$ cat src/rtl/aud_mode_ctrl_pkg.sv
// Shared types and constants for the audio mode controller.
package aud_ctrl_pkg;

    typedef enum logic [2:0] {
        S_INIT       = 3'd0,
        S_IDLE       = 3'd1,
        S_RECD       = 3'd2,
        S_RECD_PAUSE = 3'd3,
        S_PLAY       = 3'd4,
        S_PLAY_PAUSE = 3'd5
    } state_t;

    typedef enum logic [1:0] {
        MODE_NORMAL = 2'd0,
        MODE_FAST   = 2'd1,
        MODE_SLOW0  = 2'd2,
        MODE_SLOW1  = 2'd3
    } mode_t;

    typedef struct packed {
        logic rec_start;
        logic rec_pause;
        logic rec_stop;
        logic play_start;
        logic play_pause;
        logic play_stop;
    } cmd_t;

    typedef struct packed {
        logic       fast;
        logic       slow_0;
        logic       slow_1;
        logic [2:0] speed;
    } play_cfg_t;

    localparam int         DEF_CLK_FREQ = 12_000_000;
    localparam logic [2:0] SPEED_MIN    = 3'd1;
    localparam logic [2:0] SPEED_MAX    = 3'd7;

    localparam play_cfg_t  CFG_IDLE     = {3'b000, SPEED_MIN};

    // Normal playback ignores the speed input entirely; speed 0 reads as 1.
    function automatic play_cfg_t decode_cfg(input mode_t mode, input logic [2:0] speed);
        play_cfg_t c;
        c = CFG_IDLE;
        case (mode)
            MODE_FAST:  c.fast   = 1'b1;
            MODE_SLOW0: c.slow_0 = 1'b1;
            MODE_SLOW1: c.slow_1 = 1'b1;
            default:    ;
        endcase
        if (mode != MODE_NORMAL) begin
            c.speed = (speed < SPEED_MIN) ? SPEED_MIN : speed;
        end
        return c;
    endfunction

endpackage

$ cat src/rtl/aud_mode_ctrl_if.sv
// Key, status and command bundle between the mode controller and the audio top level.
interface aud_mode_ctrl_if
    import aud_ctrl_pkg::*;
#(
    parameter int TIME_W = 6
);
    logic              i_key_0;
    logic              i_key_1;
    logic              i_key_2;
    logic [1:0]        i_mode;
    logic [2:0]        i_speed;
    logic              i_init_finished;
    logic              i_rec_full;
    logic              i_play_done;

    state_t            o_state;
    logic              o_rec_start;
    logic              o_rec_pause;
    logic              o_rec_stop;
    logic              o_play_start;
    logic              o_play_pause;
    logic              o_play_stop;
    logic              o_play_en;
    logic              o_sram_we_sel;
    logic              o_fast;
    logic              o_slow_0;
    logic              o_slow_1;
    logic [2:0]        o_speed;
    logic [TIME_W-1:0] o_time_sec;

    modport slave (
        input  i_key_0, i_key_1, i_key_2, i_mode, i_speed,
               i_init_finished, i_rec_full, i_play_done,
        output o_state, o_rec_start, o_rec_pause, o_rec_stop,
               o_play_start, o_play_pause, o_play_stop, o_play_en,
               o_sram_we_sel, o_fast, o_slow_0, o_slow_1, o_speed, o_time_sec
    );

    modport master (
        output i_key_0, i_key_1, i_key_2, i_mode, i_speed,
               i_init_finished, i_rec_full, i_play_done,
        input  o_state, o_rec_start, o_rec_pause, o_rec_stop,
               o_play_start, o_play_pause, o_play_stop, o_play_en,
               o_sram_we_sel, o_fast, o_slow_0, o_slow_1, o_speed, o_time_sec
    );

endinterface

$ cat src/rtl/aud_mode_ctrl_key_edge.sv
// Rising-edge detector for debounced key levels; history resets high so a key
// held through reset does not fire.
module key_edge #(
    parameter int W = 3
) (
    input  logic         clk,
    input  logic         rst_n,
    input  logic [W-1:0] lvl,
    output logic [W-1:0] rise
);
    logic [W-1:0] hist;

    always_ff @(posedge clk) begin
        if (!rst_n) hist <= '1;
        else        hist <= lvl;
    end

    assign rise = lvl & ~hist;

endmodule

$ cat src/rtl/aud_mode_ctrl.sv
// Audio mode controller: key edges -> one-cycle recorder/player commands,
// playback mode latch and elapsed-seconds timer.
//   state        | meaning
//   S_INIT       | waiting for codec I2C init
//   S_IDLE       | stopped, timer shows last run
//   S_RECD       | recording, recorder owns SRAM
//   S_RECD_PAUSE | recording paused
//   S_PLAY       | playing, player enabled
//   S_PLAY_PAUSE | playback paused, mode held
module aud_mode_ctrl
    import aud_ctrl_pkg::*;
#(
    parameter int CLK_FREQ = DEF_CLK_FREQ,
    parameter int TIME_W   = 6
) (
    input logic            i_clk,
    input logic            i_rst_n,
    aud_mode_ctrl_if.slave bus
);
    localparam int                 PRESC_W    = (CLK_FREQ > 1) ? $clog2(CLK_FREQ) : 1;
    localparam logic [PRESC_W-1:0] PRESC_LAST = PRESC_W'(CLK_FREQ - 1);
    localparam logic [TIME_W-1:0]  TIME_MAX   = '1;

    state_t             state;
    cmd_t               cmd;
    play_cfg_t          cfg;
    play_cfg_t          cfg_new;
    logic               play_en;
    logic               sram_we_sel;
    logic [PRESC_W-1:0] presc;
    logic [TIME_W-1:0]  time_sec;
    logic [2:0]         key_ev;
    logic               ev_rec;
    logic               ev_play;
    logic               ev_stop;

    key_edge #(.W(3)) u_key_edge (
        .clk   (i_clk),
        .rst_n (i_rst_n),
        .lvl   ({bus.i_key_2, bus.i_key_1, bus.i_key_0}),
        .rise  (key_ev)
    );

    assign ev_rec  = key_ev[0];
    assign ev_play = key_ev[1];
    assign ev_stop = key_ev[2];
    assign cfg_new = decode_cfg(mode_t'(bus.i_mode), bus.i_speed);

    always_ff @(posedge i_clk) begin
        if (!i_rst_n) begin
            state       <= S_INIT;
            cmd         <= '0;
            cfg         <= CFG_IDLE;
            play_en     <= 1'b0;
            sram_we_sel <= 1'b0;
            presc       <= '0;
            time_sec    <= '0;
        end else begin
            cmd <= '0;
            // Prescaler runs only while actively recording or playing.
            if (state == S_RECD || state == S_PLAY) begin
                if (presc == PRESC_LAST) begin
                    presc <= '0;
                    if (time_sec != TIME_MAX) time_sec <= time_sec + TIME_W'(1);
                end else begin
                    presc <= presc + PRESC_W'(1);
                end
            end
            case (state)
                S_INIT: if (bus.i_init_finished) state <= S_IDLE;
                S_IDLE: begin
                    if (ev_rec) begin
                        state         <= S_RECD;
                        cmd.rec_start <= 1'b1;
                        sram_we_sel   <= 1'b1;
                        presc         <= '0;
                        time_sec      <= '0;
                    end else if (ev_play) begin
                        state          <= S_PLAY;
                        cmd.play_start <= 1'b1;
                        play_en        <= 1'b1;
                        cfg            <= cfg_new;
                        presc          <= '0;
                        time_sec       <= '0;
                    end
                end
                S_RECD: begin
                    if (ev_stop || bus.i_rec_full) begin
                        state        <= S_IDLE;
                        cmd.rec_stop <= 1'b1;
                        sram_we_sel  <= 1'b0;
                    end else if (ev_rec) begin
                        state         <= S_RECD_PAUSE;
                        cmd.rec_pause <= 1'b1;
                        sram_we_sel   <= 1'b0;
                    end
                end
                S_RECD_PAUSE: begin
                    if (ev_stop) begin
                        state        <= S_IDLE;
                        cmd.rec_stop <= 1'b1;
                    end else if (ev_rec) begin
                        state         <= S_RECD;
                        cmd.rec_start <= 1'b1;
                        sram_we_sel   <= 1'b1;
                    end
                end
                S_PLAY: begin
                    if (ev_stop || bus.i_play_done) begin
                        state         <= S_IDLE;
                        cmd.play_stop <= 1'b1;
                        play_en       <= 1'b0;
                        cfg           <= CFG_IDLE;
                    end else if (ev_play) begin
                        state          <= S_PLAY_PAUSE;
                        cmd.play_pause <= 1'b1;
                        play_en        <= 1'b0;
                    end
                end
                S_PLAY_PAUSE: begin
                    if (ev_stop) begin
                        state         <= S_IDLE;
                        cmd.play_stop <= 1'b1;
                        cfg           <= CFG_IDLE;
                    end else if (ev_play) begin
                        state          <= S_PLAY;
                        cmd.play_start <= 1'b1;
                        play_en        <= 1'b1;
                        cfg            <= cfg_new;
                    end
                end
                default: begin
                    state       <= S_IDLE;
                    play_en     <= 1'b0;
                    sram_we_sel <= 1'b0;
                    cfg         <= CFG_IDLE;
                end
            endcase
        end
    end

    assign bus.o_state       = state;
    assign bus.o_rec_start   = cmd.rec_start;
    assign bus.o_rec_pause   = cmd.rec_pause;
    assign bus.o_rec_stop    = cmd.rec_stop;
    assign bus.o_play_start  = cmd.play_start;
    assign bus.o_play_pause  = cmd.play_pause;
    assign bus.o_play_stop   = cmd.play_stop;
    assign bus.o_play_en     = play_en;
    assign bus.o_sram_we_sel = sram_we_sel;
    assign bus.o_fast        = cfg.fast;
    assign bus.o_slow_0      = cfg.slow_0;
    assign bus.o_slow_1      = cfg.slow_1;
    assign bus.o_speed       = cfg.speed;
    assign bus.o_time_sec    = time_sec;

endmodule

$ cat src/flat_wrapper.sv
// flat-port wrapper written by rule: the top's interface ports become plain ports
module aud_mode_ctrl_flat import aud_ctrl_pkg::*;
#(
    parameter int CLK_FREQ = DEF_CLK_FREQ,
    parameter int TIME_W   = 6
)
  (i_clk, i_rst_n, bus_i_key_0, bus_i_key_1, bus_i_key_2, bus_i_mode, bus_i_speed, bus_i_init_finished, bus_i_rec_full, bus_i_play_done, bus_o_state, bus_o_rec_start, bus_o_rec_pause, bus_o_rec_stop, bus_o_play_start, bus_o_play_pause, bus_o_play_stop, bus_o_play_en, bus_o_sram_we_sel, bus_o_fast, bus_o_slow_0, bus_o_slow_1, bus_o_speed, bus_o_time_sec);
  aud_mode_ctrl_if #(.TIME_W(TIME_W)) bus_i ();
  input logic i_clk;
  input logic i_rst_n;
  input wire logic [$bits(bus_i.i_key_0)-1:0] bus_i_key_0;
  input wire logic [$bits(bus_i.i_key_1)-1:0] bus_i_key_1;
  input wire logic [$bits(bus_i.i_key_2)-1:0] bus_i_key_2;
  input wire logic [$bits(bus_i.i_mode)-1:0] bus_i_mode;
  input wire logic [$bits(bus_i.i_speed)-1:0] bus_i_speed;
  input wire logic [$bits(bus_i.i_init_finished)-1:0] bus_i_init_finished;
  input wire logic [$bits(bus_i.i_rec_full)-1:0] bus_i_rec_full;
  input wire logic [$bits(bus_i.i_play_done)-1:0] bus_i_play_done;
  output wire logic [$bits(bus_i.o_state)-1:0] bus_o_state;
  output wire logic [$bits(bus_i.o_rec_start)-1:0] bus_o_rec_start;
  output wire logic [$bits(bus_i.o_rec_pause)-1:0] bus_o_rec_pause;
  output wire logic [$bits(bus_i.o_rec_stop)-1:0] bus_o_rec_stop;
  output wire logic [$bits(bus_i.o_play_start)-1:0] bus_o_play_start;
  output wire logic [$bits(bus_i.o_play_pause)-1:0] bus_o_play_pause;
  output wire logic [$bits(bus_i.o_play_stop)-1:0] bus_o_play_stop;
  output wire logic [$bits(bus_i.o_play_en)-1:0] bus_o_play_en;
  output wire logic [$bits(bus_i.o_sram_we_sel)-1:0] bus_o_sram_we_sel;
  output wire logic [$bits(bus_i.o_fast)-1:0] bus_o_fast;
  output wire logic [$bits(bus_i.o_slow_0)-1:0] bus_o_slow_0;
  output wire logic [$bits(bus_i.o_slow_1)-1:0] bus_o_slow_1;
  output wire logic [$bits(bus_i.o_speed)-1:0] bus_o_speed;
  output wire logic [$bits(bus_i.o_time_sec)-1:0] bus_o_time_sec;
  assign bus_i.i_key_0 = bus_i_key_0;
  assign bus_i.i_key_1 = bus_i_key_1;
  assign bus_i.i_key_2 = bus_i_key_2;
  assign bus_i.i_mode = bus_i_mode;
  assign bus_i.i_speed = bus_i_speed;
  assign bus_i.i_init_finished = bus_i_init_finished;
  assign bus_i.i_rec_full = bus_i_rec_full;
  assign bus_i.i_play_done = bus_i_play_done;
  assign bus_o_state = bus_i.o_state;
  assign bus_o_rec_start = bus_i.o_rec_start;
  assign bus_o_rec_pause = bus_i.o_rec_pause;
  assign bus_o_rec_stop = bus_i.o_rec_stop;
  assign bus_o_play_start = bus_i.o_play_start;
  assign bus_o_play_pause = bus_i.o_play_pause;
  assign bus_o_play_stop = bus_i.o_play_stop;
  assign bus_o_play_en = bus_i.o_play_en;
  assign bus_o_sram_we_sel = bus_i.o_sram_we_sel;
  assign bus_o_fast = bus_i.o_fast;
  assign bus_o_slow_0 = bus_i.o_slow_0;
  assign bus_o_slow_1 = bus_i.o_slow_1;
  assign bus_o_speed = bus_i.o_speed;
  assign bus_o_time_sec = bus_i.o_time_sec;
  aud_mode_ctrl #(.CLK_FREQ(CLK_FREQ), .TIME_W(TIME_W)) u_core (.i_clk(i_clk), .i_rst_n(i_rst_n), .bus(bus_i));
endmodule
$ cat config.mk
export PLATFORM = sky130hd
export DESIGN_NAME = aud_mode_ctrl_flat
export DESIGN_NICKNAME = d
export VERILOG_FILES = /design/src/rtl/aud_mode_ctrl_pkg.sv /design/src/rtl/aud_mode_ctrl_if.sv /design/src/rtl/aud_mode_ctrl_key_edge.sv /design/src/rtl/aud_mode_ctrl.sv /design/src/flat_wrapper.sv
export SDC_FILE = /design/constraint.sdc
export NUM_CORES = 1
export LEC_CHECK = 0
export BUFFER_PORTS_ARGS = -buffer_cell sky130_fd_sc_hd__buf_2
export CELL_PAD_IN_SITES_DETAIL_PLACEMENT = 0
export CELL_PAD_IN_SITES_GLOBAL_PLACEMENT = 2
export CORE_MARGIN = 2
export CORE_UTILIZATION = 32
export CTS_BUF_LIST = sky130_fd_sc_hd__clkbuf_4
export CTS_CLUSTER_DIAMETER = 50
export CTS_CLUSTER_SIZE = 14
export DETAILED_ROUTE_END_ITERATION = 16
export PLACE_DENSITY = 0.86
export SYNTH_ARGS = -nofsm -noshare
export SYNTH_HDL_FRONTEND = slang
export SYNTH_SLANG_ARGS = --single-unit
export TNS_END_PERCENT = 100
$ cat constraint.sdc
create_clock -name i_clk -period 1.95 [get_ports i_clk]
set_input_delay 0.39 -clock i_clk [delete_from_list [all_inputs] [get_ports i_clk]]
set_output_delay 0.39 -clock i_clk [all_outputs]
set_load 0.01 [all_outputs]
==> qor.csv, run 1 <==
metric,value,unit
status,completed,
nFillCells,774,
grt_max_degree,19,
ctsLongestPathBuffers,2,
ios,36,
wl_per_cell,12.7,microns
gp_congestion,0.769,
clock.fmax,0.545,GHz
pwr-share-seq,0.611,
place_inst,416,
min_period,1.84,ns
htreeDepth,2,
drive_gt1_frac,0.218,
ys_types,53,
post-cts-setup-buffer-count,0,
arrival,2.13,ns
syn-num-nets,293,
power_frac_comb,0.092,
area_delta_synth_final,17.8,%
fin_tns_setup,0,ns
yosysWarnings,0,
grt_pass1_vias,1945,
ys_seq_elements,50,
post_cts_resized,0,
fp.dieH,91.1,microns
clkPwrFrac,0.297,
ff_latch_area,1000,sq um
worstHoldPathCells,2,
final_hold_viol_count,0,
path_cells,or4b_1 > nor4_1 > and4_2 > and4_1 > nor3_2,
post_dp_cell_area,2790,sq um
yosysSeqAreaShare,0.412,
insertion_delay,0.38,ns
grt_pass1_wl,9.20,mm
clock-sinks,50,
critPathLaunchType,flop,
core-area,7290,sq um
firstDrtPassIters,4,
synthFlopType,dfxtp_1,
track_usage,0.134,
reg2reg_slack,0.11,ns
hold_path_end,u_core.u_key_edge.hist[0],
finalCritPeriodShare,0.942,
p_leak,1.11,nW
numCtsBuffers,5,
reg2reg_depth,5,
tightest_slew,0.661,ns
cp_slowest_cell,or4b_1,
path_buf_inv,0,
peakVddDrop,0.347,mV
min_from,bus_i_key_0,
maxSlewViolCount,0,
overflow,0,
synthArstFlopShare,0,
synth_cells,278,
crit_family,simple AND/OR/NAND/NOR gates,
relSlewSlack,0.554,
drt_wl_total,5.40,mm
cts_tree,done,
nNetsFinal,339,
synth_area,2430,sq um
required,2.24,ns
synth_edf_count,0,
avgSynthCellArea,8.73,sq um
total_power,0.00170,W
path_clk_slew,0.16,ns
finalClockSkew,0.0289,ns
cp_max_fo,8,
cp_slowest_stage_delay,0.50,ns
hold_slack,0.203,ns
hp-class,in -> reg,
route.detailed.drc,0,
cts_hold_buffers,0,
sw_frac_of_total,0.271,
vias,2124,
p_sw,0.000462,W
hpwl,3.95,mm
die_area,8300,sq um
drv_cap,0,
num_antenna_cells,0,
antenna_found_initial,0,
num_rows,31,
cp-end-kind,flop,
drt.antenna.violating_nets,0,
drt-initial-drc-count,101,
timing.rr.end,u_core.bus.o_time_sec[3],
internal_power,0.00124,W
io_buffers,35,
cp_num_cells,5,
powerDensity,596,nW/um^2
via_per_inst,5.01,
rr_startpoint,u_core.presc[19],
multi_input_area,1360,sq um
path_class,reg -> reg,
instances_no_fill,424,
start_util,0.333,
final_area,2860,sq um
cts-root-buf,clkbuf_4,
setup_viol,0,
fp.dieW,91.1,microns
==> power by group through the flow <==
stage / Sequential [W] / Combinational (W) / Clock, W
finish: 0.00104 / 0.000157 / 0.000506
global route: 0.00105 / 0.000176 / 0.000574
CTS: 0.00104 / 0.000158 / 0.000534
detailed placement: 0.00106 / 0.000158 / 0
global placement: 0.00106 / 0.000158 / 0
floorplan: 0.00107 / 0.0000867 / 0
==> final cells by class <==
class | instances | share of cell area
repair buffers | 50 | 0.105
inverters | 5 | 0.00656
clock buffers | 5 | 0.0131
flip-flops and latches | 50 | 0.350
well taps | 99 | 0.0433
multi-input cells | 212 | 0.474
clock inverters | 3 | 0.00831
==> cell families after synthesis <==
logic type,after synthesis,synth area share
xor+xnor,22,0.0794
simple gates,143,0.339
flops,50,0.412
fa+ha+maj,2,0.0103
buf+inv,16,0.0320
compound gates,43,0.119
mux,2,0.00825
==> through the flow <==
step	setup WS, ns	util
after CTS	0.0109	0.391
after global routing	-0.000108	0.392
after floorplan	0.156	-
after detailed placement	0.0227	0.383
after global placement	0.0670	0.383
final	0.114	0.392
==> worst register-to-register path, stage by stage, from the launching register on <==
cell and delay [ns]:
dfxtp_1 0.37, or4b_1 0.50, nor4_1 0.23, and4_2 0.37
and4_1 0.24, nor3_2 0.04
==> synth_stat cells, types with 4 or more instances <==
master | n | area share
and4_1 | 4 | 0.014
and3_1 | 9 | 0.023
nor3_1 | 4 | 0.0082
nand2_1 | 25 | 0.039
xor2_1 | 17 | 0.061
inv_1 | 5 | 0.0077
a21oi_1 | 18 | 0.037
nor2b_1 | 4 | 0.010
nand3_1 | 15 | 0.031
nand2b_1 | 12 | 0.031
clkbuf_1 | 7 | 0.011
nand4_1 | 11 | 0.028
nor2_1 | 32 | 0.049
o21ai_0 | 6 | 0.012
xnor2_1 | 5 | 0.018
dfxtp_1 | 50 | 0.41
==> flip-flops by register name, summed over array words and instances (netlist names) <==
| register | cells |
|---|---|
| u_core.bus.o_slow_1 | 1 |
| u_core.u_key_edge.hist | 3 |
| u_core.bus.o_play_stop | 1 |
| u_core.bus.o_play_pause | 1 |
| u_core.bus.o_rec_start | 1 |
| u_core.bus.o_sram_we_sel | 1 |
| u_core.bus.o_rec_stop | 1 |
| u_core.bus.o_slow_0 | 1 |
| u_core.bus.o_state | 3 |
| u_core.bus.o_fast | 1 |
| u_core.bus.o_time_sec | 6 |
| u_core.bus.o_play_start | 1 |
| u_core.bus.o_rec_pause | 1 |
| u_core.bus.o_speed | 3 |
| u_core.presc | 24 |
| u_core.bus.o_play_en | 1 |
==> layout by cell type, fill, tap and decap left out, drive strengths merged, types with 3 or more instances in the layout <==
cell / netlist / routed
dfxtp: 50 / 50
buf: 4 / 50
nor2: 32 / 32
nand2: 25 / 25
a21oi: 18 / 18
xor2: 17 / 17
nand3: 15 / 15
nand2b: 12 / 12
nand4: 11 / 11
and3: 9 / 9
o21ai: 8 / 8
nor3: 8 / 8
inv: 5 / 6
xnor2: 5 / 5
clkbuf: 7 / 5
nor2b: 4 / 4
and4: 4 / 4
or3: 3 / 3
o211ai: 3 / 3
nor4: 3 / 3
nor4b: 3 / 3
nor3b: 3 / 3
==> layer usage <==
metal	GRT usage	part of all wire	vias to the layer above
li1	-	-	1080
met5	0	0	-
met2	0.202	0.46	28
met4	0.0417	0.012	0
met3	0.0249	0.026	7
met1	0.193	0.50	1009
==> worst max path at each step <==
stage / startpoint / end / slack, ns
after floorplan: u_core.presc[8] / u_core.bus.o_time_sec[5] / 0.16
after global placement: u_core.presc[19] / u_core.bus.o_time_sec[4] / 0.07
after detailed placement: bus_i_key_2 / u_core.bus.o_speed[2] / 0.02
after CTS: u_core.presc[19] / u_core.bus.o_time_sec[3] / 0.01
after global routing: u_core.presc[19] / u_core.bus.o_time_sec[5] / -0.0001
final: u_core.presc[19] / u_core.bus.o_time_sec[3] / 0.11
Power figures use the tool's default switching activity.
==> inputs of run 2 (changes only) <==
--- a/config.mk
+++ b/config.mk
@@ -17,5 +17,6 @@
 export PLACE_DENSITY = 0.86
 export SYNTH_ARGS = -nofsm -noshare
 export SYNTH_HDL_FRONTEND = slang
+export SYNTH_HIERARCHICAL = 1
 export SYNTH_SLANG_ARGS = --single-unit
 export TNS_END_PERCENT = 100
==> run 2 against run 1 <==
  * Die area increased by 0.49%
  * Critical endpoint is now u_core/bus.o_time_sec[2]
  * Largest power group unchanged
  * Combinational power increased by 18%
  * Register-to-register slack got worse by 0.02 ns
==> qor.csv, run 2 <==
metric,value,unit,change
tightest_slew,0.414,ns,was 0.661 ns
fin_tns_setup,0,ns,unchanged
synthTopCellsByCount,"50 x dfxtp_1, 35 x nor2_1, 24 x nand2_1, 17 x xor2_1",,"was 50 x dfxtp_1, 32 x nor2_1, 25 x nand2_1, 18 x a21oi_1, 17 x xor2_1"
track_usage,0.136,,was 0.134
synth_edf_count,0,,unchanged
powerDensity,651,nW/um^2,was 596 nW/um^2
drt-initial-drc-count,102,,was 101
fp.dieW,91.3,microns,was 91.1 microns
path_clk_slew,0.15,ns,was 0.16 ns
avgSynthCellArea,8.59,sq um,was 8.73 sq um
fp.dieH,91.3,microns,was 91.1 microns
synth_top_cell_area_share,0.410,,was 0.412
grt_max_degree,22,,was 19
path_buf_inv,1,,was 0
ctsLongestPathBuffers,2,,unchanged
drv_cap,0,,unchanged
relSlewSlack,0.723,,was 0.554
grt_pass1_vias,2082,,was 1945
yosysSeqAreaShare,0.410,,was 0.412
p_leak,1.20,nW,was 1.11 nW
setup_viol,0,,unchanged
yosys-top-cells-area,"dfxtp_1 41%, xor2_1 6.1%, nor2_1 5.4%",,"was dfxtp_1 41%, xor2_1 6.1%, nor2_1 4.9%"
cts_tree,done,,unchanged
peakVddDrop,0.310,mV,was 0.347 mV
route.detailed.drc,0,,unchanged
final_util,0.413,,was 0.392
io_buffers,35,,unchanged
synthArstFlopShare,0,,unchanged
htreeDepth,2,,unchanged
yosys.area.top_type,dfxtp_1,,unchanged
final_common_cell,dfxtp_1,,unchanged
wl_per_cell,12.4,microns,was 12.7 microns
hpwl,4.04,mm,was 3.95 mm
cp_slowest_cell,or3b_2,,was or4b_1
die_area,8340,sq um,was 8300 sq um
path_class,reg -> reg,,unchanged
synth_cells,284,,was 278
cts-root-buf,clkbuf_4,,unchanged
cts_hold_buffers,0,,unchanged
firstDrtPassIters,4,,unchanged
syn-num-nets,301,,was 293
ys_types,48,,was 53
finalCritPeriodShare,0.953,,was 0.942
synthMostInstantiatedCell,dfxtp_1,,unchanged
required,2.26,ns,was 2.24 ns
ios,36,,unchanged
num_antenna_cells,0,,unchanged
finalClockSkew,0.00689,ns,was 0.0289 ns
crit_family,simple AND/OR/NAND/NOR gates,,unchanged
insertion_delay,0.36,ns,was 0.38 ns
arrival,2.17,ns,was 2.13 ns
total_power,0.00197,W,was 0.00170 W
top_register,u_core/presc,,was u_core.presc
area_delta_synth_final,24.2,%,was 17.8%
min_period,1.86,ns,was 1.84 ns
cp_slowest_stage_delay,0.51,ns,was 0.50 ns
drive_gt1_frac,0.255,,was 0.218
layout_common_cells,"48 x dfxtp_1, 35 x buf_2, 35 x nor2_1",,"was 50 x dfxtp_1, 35 x buf_2, 32 x nor2_1"
final_hold_viol_count,0,,unchanged
start_util,0.333,,about the same
synthFlopType,dfxtp_1,,unchanged
num_rows,31,,unchanged
instances_no_fill,440,,was 424
antenna_found_initial,0,,unchanged
clock-sinks,50,,unchanged
path_cells,or3b_2 > nor4_4 > buf_4 > nand4_2 > or3_1 > a21oi_1,,was or4b_1 > nor4_1 > and4_2 > and4_1 > nor3_2
place_inst,430,,was 416
cp-end-kind,flop,,unchanged
synth_area,2440,sq um,was 2430 sq um
hp-class,in -> reg,,unchanged
clock.fmax,0.538,GHz,was 0.545 GHz
largest_reg_flops,24,,unchanged
grt_pass1_wl,9.40,mm,was 9.20 mm
maxSlewViolCount,0,,unchanged
gp_congestion,0.803,,was 0.769
yosysWarnings,6,,was 0
vias,2154,,was 2124
ys_seq_elements,50,,unchanged
nNetsFinal,357,,was 339
drt_wl_total,5.47,mm,was 5.40 mm
core-area,7330,sq um,was 7290 sq um
cp_max_fo,5,,was 8
overflow,0,,unchanged
numCtsBuffers,5,,unchanged
via_per_inst,4.90,,was 5.01
critPathLaunchType,flop,,unchanged
status,completed,,unchanged
rsz0062_at_grt,no,,
drt.antenna.violating_nets,0,,unchanged
run 2: logic make-up (layout without fill, tap and decap cells):
group | Yosys count | after routing | synth area share
buffers and inverters | 21 | 78 | 0.0333
and+or+nand+nor | 143 | 143 | 0.337
DFF | 50 | 50 | 0.410
AOI/OAI and AO/OA | 40 | 40 | 0.104
adders and majority gates | 4 | 4 | 0.0205
xor gates and xnor gates | 24 | 24 | 0.0862
muxes | 2 | 2 | 0.00821
run 2: worst paths after layout:
kind                             from                         to  slack (ns)  cells after the start
setup / recovery     u_core/presc[13]   u_core/bus.o_time_sec[2]        0.09                      6
hold / removal            bus_i_key_2  u_core/u_key_edge/hist[2]        0.22                      2
setup reg to reg     u_core/presc[13]   u_core/bus.o_time_sec[2]        0.09                      6
hold reg to reg   u_core/bus.o_slow_0        u_core/bus.o_slow_0        0.46                      2
run 2: per-stage QoR:
step / area (sq um) / setup slack, ns / hold WS [ns]
finish: 3030 / 0.0918 / 0.215
global route: 3030 / 0.0211 / 0.191
CTS: 2990 / 0.0384 / 0.193
detailed placement: 2890 / 0.0581 / 0.441
global placement: 2890 / 0.101 / 0.438
floorplan: 2440 / 0.00689 / 0.449
run 2: power by group:
group	total [W]	internal, W	leakage (nW)	switching (W)
combinational	0.000185	0.0000811	0.742	0.000104
clock	0.000739	0.000401	0.0554	0.000338
sequential	0.00105	0.00103	0.405	0.0000146
total	0.00197	0.00152	1.20	0.000456
run 2: layer usage:
metal	share of wire	wire [microns]	vias to the layer above	GRT usage
met1	0.50	2710	1000	0.181
li1	-	-	1121	-
met2	0.47	2550	27	0.222
met5	0	0	-	0
met4	0.0099	54	0	0.0379
met3	0.028	152	6	0.0299
run 2: what timing repair did:
item	in CTS	in global routing
endpoints found under the setup margin	0	26
resized for setup	0	6
buffers inserted	0	2
run 2: area by class of cell:
class / instances / area (sq um)
timing repair buffer: 60 / 375
fill: 755 / 4300
sequential: 50 / 1000
clock buffer: 5 / 37.5
multi-input combinational: 213 / 1380
tap: 99 / 124
clock inverter: 3 / 68.8
inverter: 10 / 37.5
==> inputs of run 3 (changes only) <==
--- a/config.mk
+++ b/config.mk
@@ -6,15 +6,13 @@
 export NUM_CORES = 1
 export LEC_CHECK = 0
 export BUFFER_PORTS_ARGS = -buffer_cell sky130_fd_sc_hd__buf_2
-export CELL_PAD_IN_SITES_DETAIL_PLACEMENT = 0
-export CELL_PAD_IN_SITES_GLOBAL_PLACEMENT = 2
 export CORE_MARGIN = 2
-export CORE_UTILIZATION = 32
+export CORE_UTILIZATION = 45
 export CTS_BUF_LIST = sky130_fd_sc_hd__clkbuf_4
 export CTS_CLUSTER_DIAMETER = 50
 export CTS_CLUSTER_SIZE = 14
 export DETAILED_ROUTE_END_ITERATION = 16
-export PLACE_DENSITY = 0.86
+export PLACE_DENSITY = 0.76
 export SYNTH_ARGS = -nofsm -noshare
 export SYNTH_HDL_FRONTEND = slang
 export SYNTH_HIERARCHICAL = 1
==> run 3 against run 2 <==
  * Register-to-register slack improved by 0.02 ns
  * Largest cell class unchanged
  * Highest routed layer unchanged
  * Die area fell by 28%
  * Sequential power barely moved
  * Critical path type unchanged
==> qor.csv, run 3 (synthesis gave the netlist of run 2 again) <==
metric,value,unit,change
fp.dieH,77.6,microns,was 91.3 microns
arrival,2.14,ns,was 2.17 ns
overflow,0,,unchanged
route.detailed.drc,0,,unchanged
drt_wl_total,5.31,mm,was 5.47 mm
path_cells,or3b_2 > nor4_4 > nand4_2 > or3_1 > a21oi_1,,was or3b_2 > nor4_4 > buf_4 > nand4_2 > or3_1 > a21oi_1
fp.dieW,77.6,microns,was 91.3 microns
tightest_slew,0.371,ns,was 0.414 ns
top_register,u_core/presc,,unchanged
htreeDepth,2,,unchanged
hp-class,in -> reg,,unchanged
p_leak,1.17,nW,was 1.20 nW
firstDrtPassIters,4,,unchanged
insertion_delay,0.35,ns,was 0.36 ns
die_area,6030,sq um,was 8340 sq um
post_dp_cell_area,2820,sq um,was 2890 sq um
via_per_inst,5.52,,was 4.90
path_class,reg -> reg,,unchanged
antenna_found_initial,0,,unchanged
drt.antenna.violating_nets,0,,unchanged
vias,2236,,was 2154
min_period,1.84,ns,was 1.86 ns
reg2reg_slack,0.11,ns,was 0.09 ns
ctsLongestPathBuffers,2,,unchanged
hpwl,3.84,mm,was 4.04 mm
drt-initial-drc-count,99,,was 102
cp_max_fo,5,,unchanged
cts-root-buf,clkbuf_4,,unchanged
numCtsBuffers,5,,unchanged
grt_pass1_wl,9.03,mm,was 9.40 mm
post-cts-setup-buffer-count,0,,unchanged
nNetsFinal,351,,was 357
fin_tns_setup,0,ns,unchanged
layout_common_cells,"46 x dfxtp_1, 35 x buf_2, 35 x nor2_1",,"was 48 x dfxtp_1, 35 x buf_2, 35 x nor2_1"
cp_slowest_cell,or3b_2,,unchanged
rsz0062_at_grt,no,,unchanged
final_hold_viol_count,0,,unchanged
start_util,0.472,,was 0.333
cts_tree,done,,unchanged
reg2reg_depth,5,,was 6
ios,36,,unchanged
wl_per_cell,13.1,microns,was 12.4 microns
cp_slowest_stage_delay,0.50,ns,was 0.51 ns
min_from,bus_i_key_0,,was bus_i_key_2
grt_pass1_vias,2042,,was 2082
finalClockSkew,0.0108,ns,was 0.00689 ns
setup_viol,0,,unchanged
largest_reg_flops,24,,unchanged
core-area,5170,sq um,was 7330 sq um
powerDensity,659,nW/um^2,was 651 nW/um^2
grt_max_degree,22,,unchanged
timing.rr.end,u_core/bus.o_time_sec[2],,unchanged
track_usage,0.182,,was 0.136
relSlewSlack,0.752,,was 0.723
status,completed,,unchanged
worstHoldPathCells,2,,unchanged
clock.fmax,0.543,GHz,was 0.538 GHz
final_common_cell,dfxtp_1,,unchanged
rr_startpoint,u_core/presc[13],,unchanged
drv_cap,0,,unchanged
finalCritPeriodShare,0.944,,was 0.953
drive_gt1_frac,0.239,,was 0.255
gp_congestion,0.900,,was 0.803
maxSlewViolCount,0,,unchanged
hold_path_end,u_core/u_key_edge/hist[0],,was u_core/u_key_edge/hist[2]
cp-end-kind,flop,,unchanged
area_delta_synth_final,20.3,%,was 24.2%
io_buffers,35,,unchanged
peakVddDrop,0.466,mV,was 0.310 mV
num_antenna_cells,0,,unchanged
path_clk_slew,0.14,ns,was 0.15 ns
num_rows,26,,was 31
required,2.25,ns,was 2.26 ns
hold_slack,0.227,ns,was 0.215 ns
critPathLaunchType,flop,,unchanged
final_area,2930,sq um,was 3030 sq um
clock-sinks,50,,unchanged
==> run 3: changes by cell type in the layout (fill, tap and decap cells not counted) <==
cell,before,now
buf_4,24,18
clkinv_1,0,1
dfxtp_2,2,4
nor3_2,1,0
nand3_1,14,15
a211oi_1,2,3
dfxtp_1,48,46
a21oi_1,15,14
nor3_1,5,6
nand3_2,1,0
a21oi_2,0,1
clkinv_4,1,0
a211oi_2,1,0
==> run 3: critical path: cells and delay by family (launching register included) <==
family          cells  cell delay, ns
simple gates        4            1.29
compound gates      1            0.14
flops               1            0.36
==> run 3: power breakdown <==
group          internal (W)  leakage, nW  switching [W]
clock              0.000395       0.0528       0.000315
combinational     0.0000728        0.708      0.0000984
sequential          0.00103        0.406      0.0000180
==> run 3: area by class of cell <==
| class | instances | area (sq um) |
|---|---|---|
| Inverter | 10 | 37.5 |
| Clock buffer | 5 | 37.5 |
| Tap cell | 70 | 87.6 |
| Sequential cell | 50 | 1010 |
| Fill cell | 483 | 2240 |
| Timing Repair Buffer | 54 | 330 |
| Multi-Input combinational cell | 213 | 1370 |
| Clock inverter | 3 | 63.8 |
==> run 3: how the worst max path moves through the flow <==
stage	from	endpoint	slack, ns	depth (start not counted)
floorplan	u_core/bus.o_state[2]	u_core/bus.o_speed[0]	0.007	7
global placement	u_core/presc[15]	u_core/bus.o_time_sec[4]	0.12	5
detailed placement	u_core/presc[15]	u_core/bus.o_time_sec[4]	0.07	5
CTS	u_core/presc[15]	u_core/bus.o_time_sec[4]	0.03	5
global route	u_core/presc[13]	u_core/presc[23]	0.002	6
finish	u_core/presc[13]	u_core/bus.o_time_sec[2]	0.11	5
==> run 3: metrics by stage <==
stage          power (W)  std cells  utilization  setup slack, ns
2_1_floorplan    0.00117        284            -          0.00689
3_3_place_gp     0.00124        397        0.545            0.121
3_5_place_dp     0.00124        397        0.545           0.0664
4_1_cts          0.00195        405        0.565           0.0325
5_1_grt          0.00202        405        0.567          0.00203
6_report         0.00193        405        0.567            0.109
==> run 3: what timing repair did <==
| action | in CTS | in global routing |
|---|---|---|
| hold buffers | 0 | 0 |
| setup endpoints to repair | 0 | 16 |
| gates resized for setup | 0 | 6 |
==> run 3: routing by layer <==
| metal | GRT usage | vias to the layer above | routed length, microns |
|---|---|---|---|
| met5 | 0 | - | 0 |
| met3 | 0.0384 | 4 | 234 |
| met2 | 0.327 | 59 | 2610 |
| li1 | - | 1112 | - |
| met1 | 0.223 | 1061 | 2430 |
| met4 | 0.0375 | 0 | 40 |
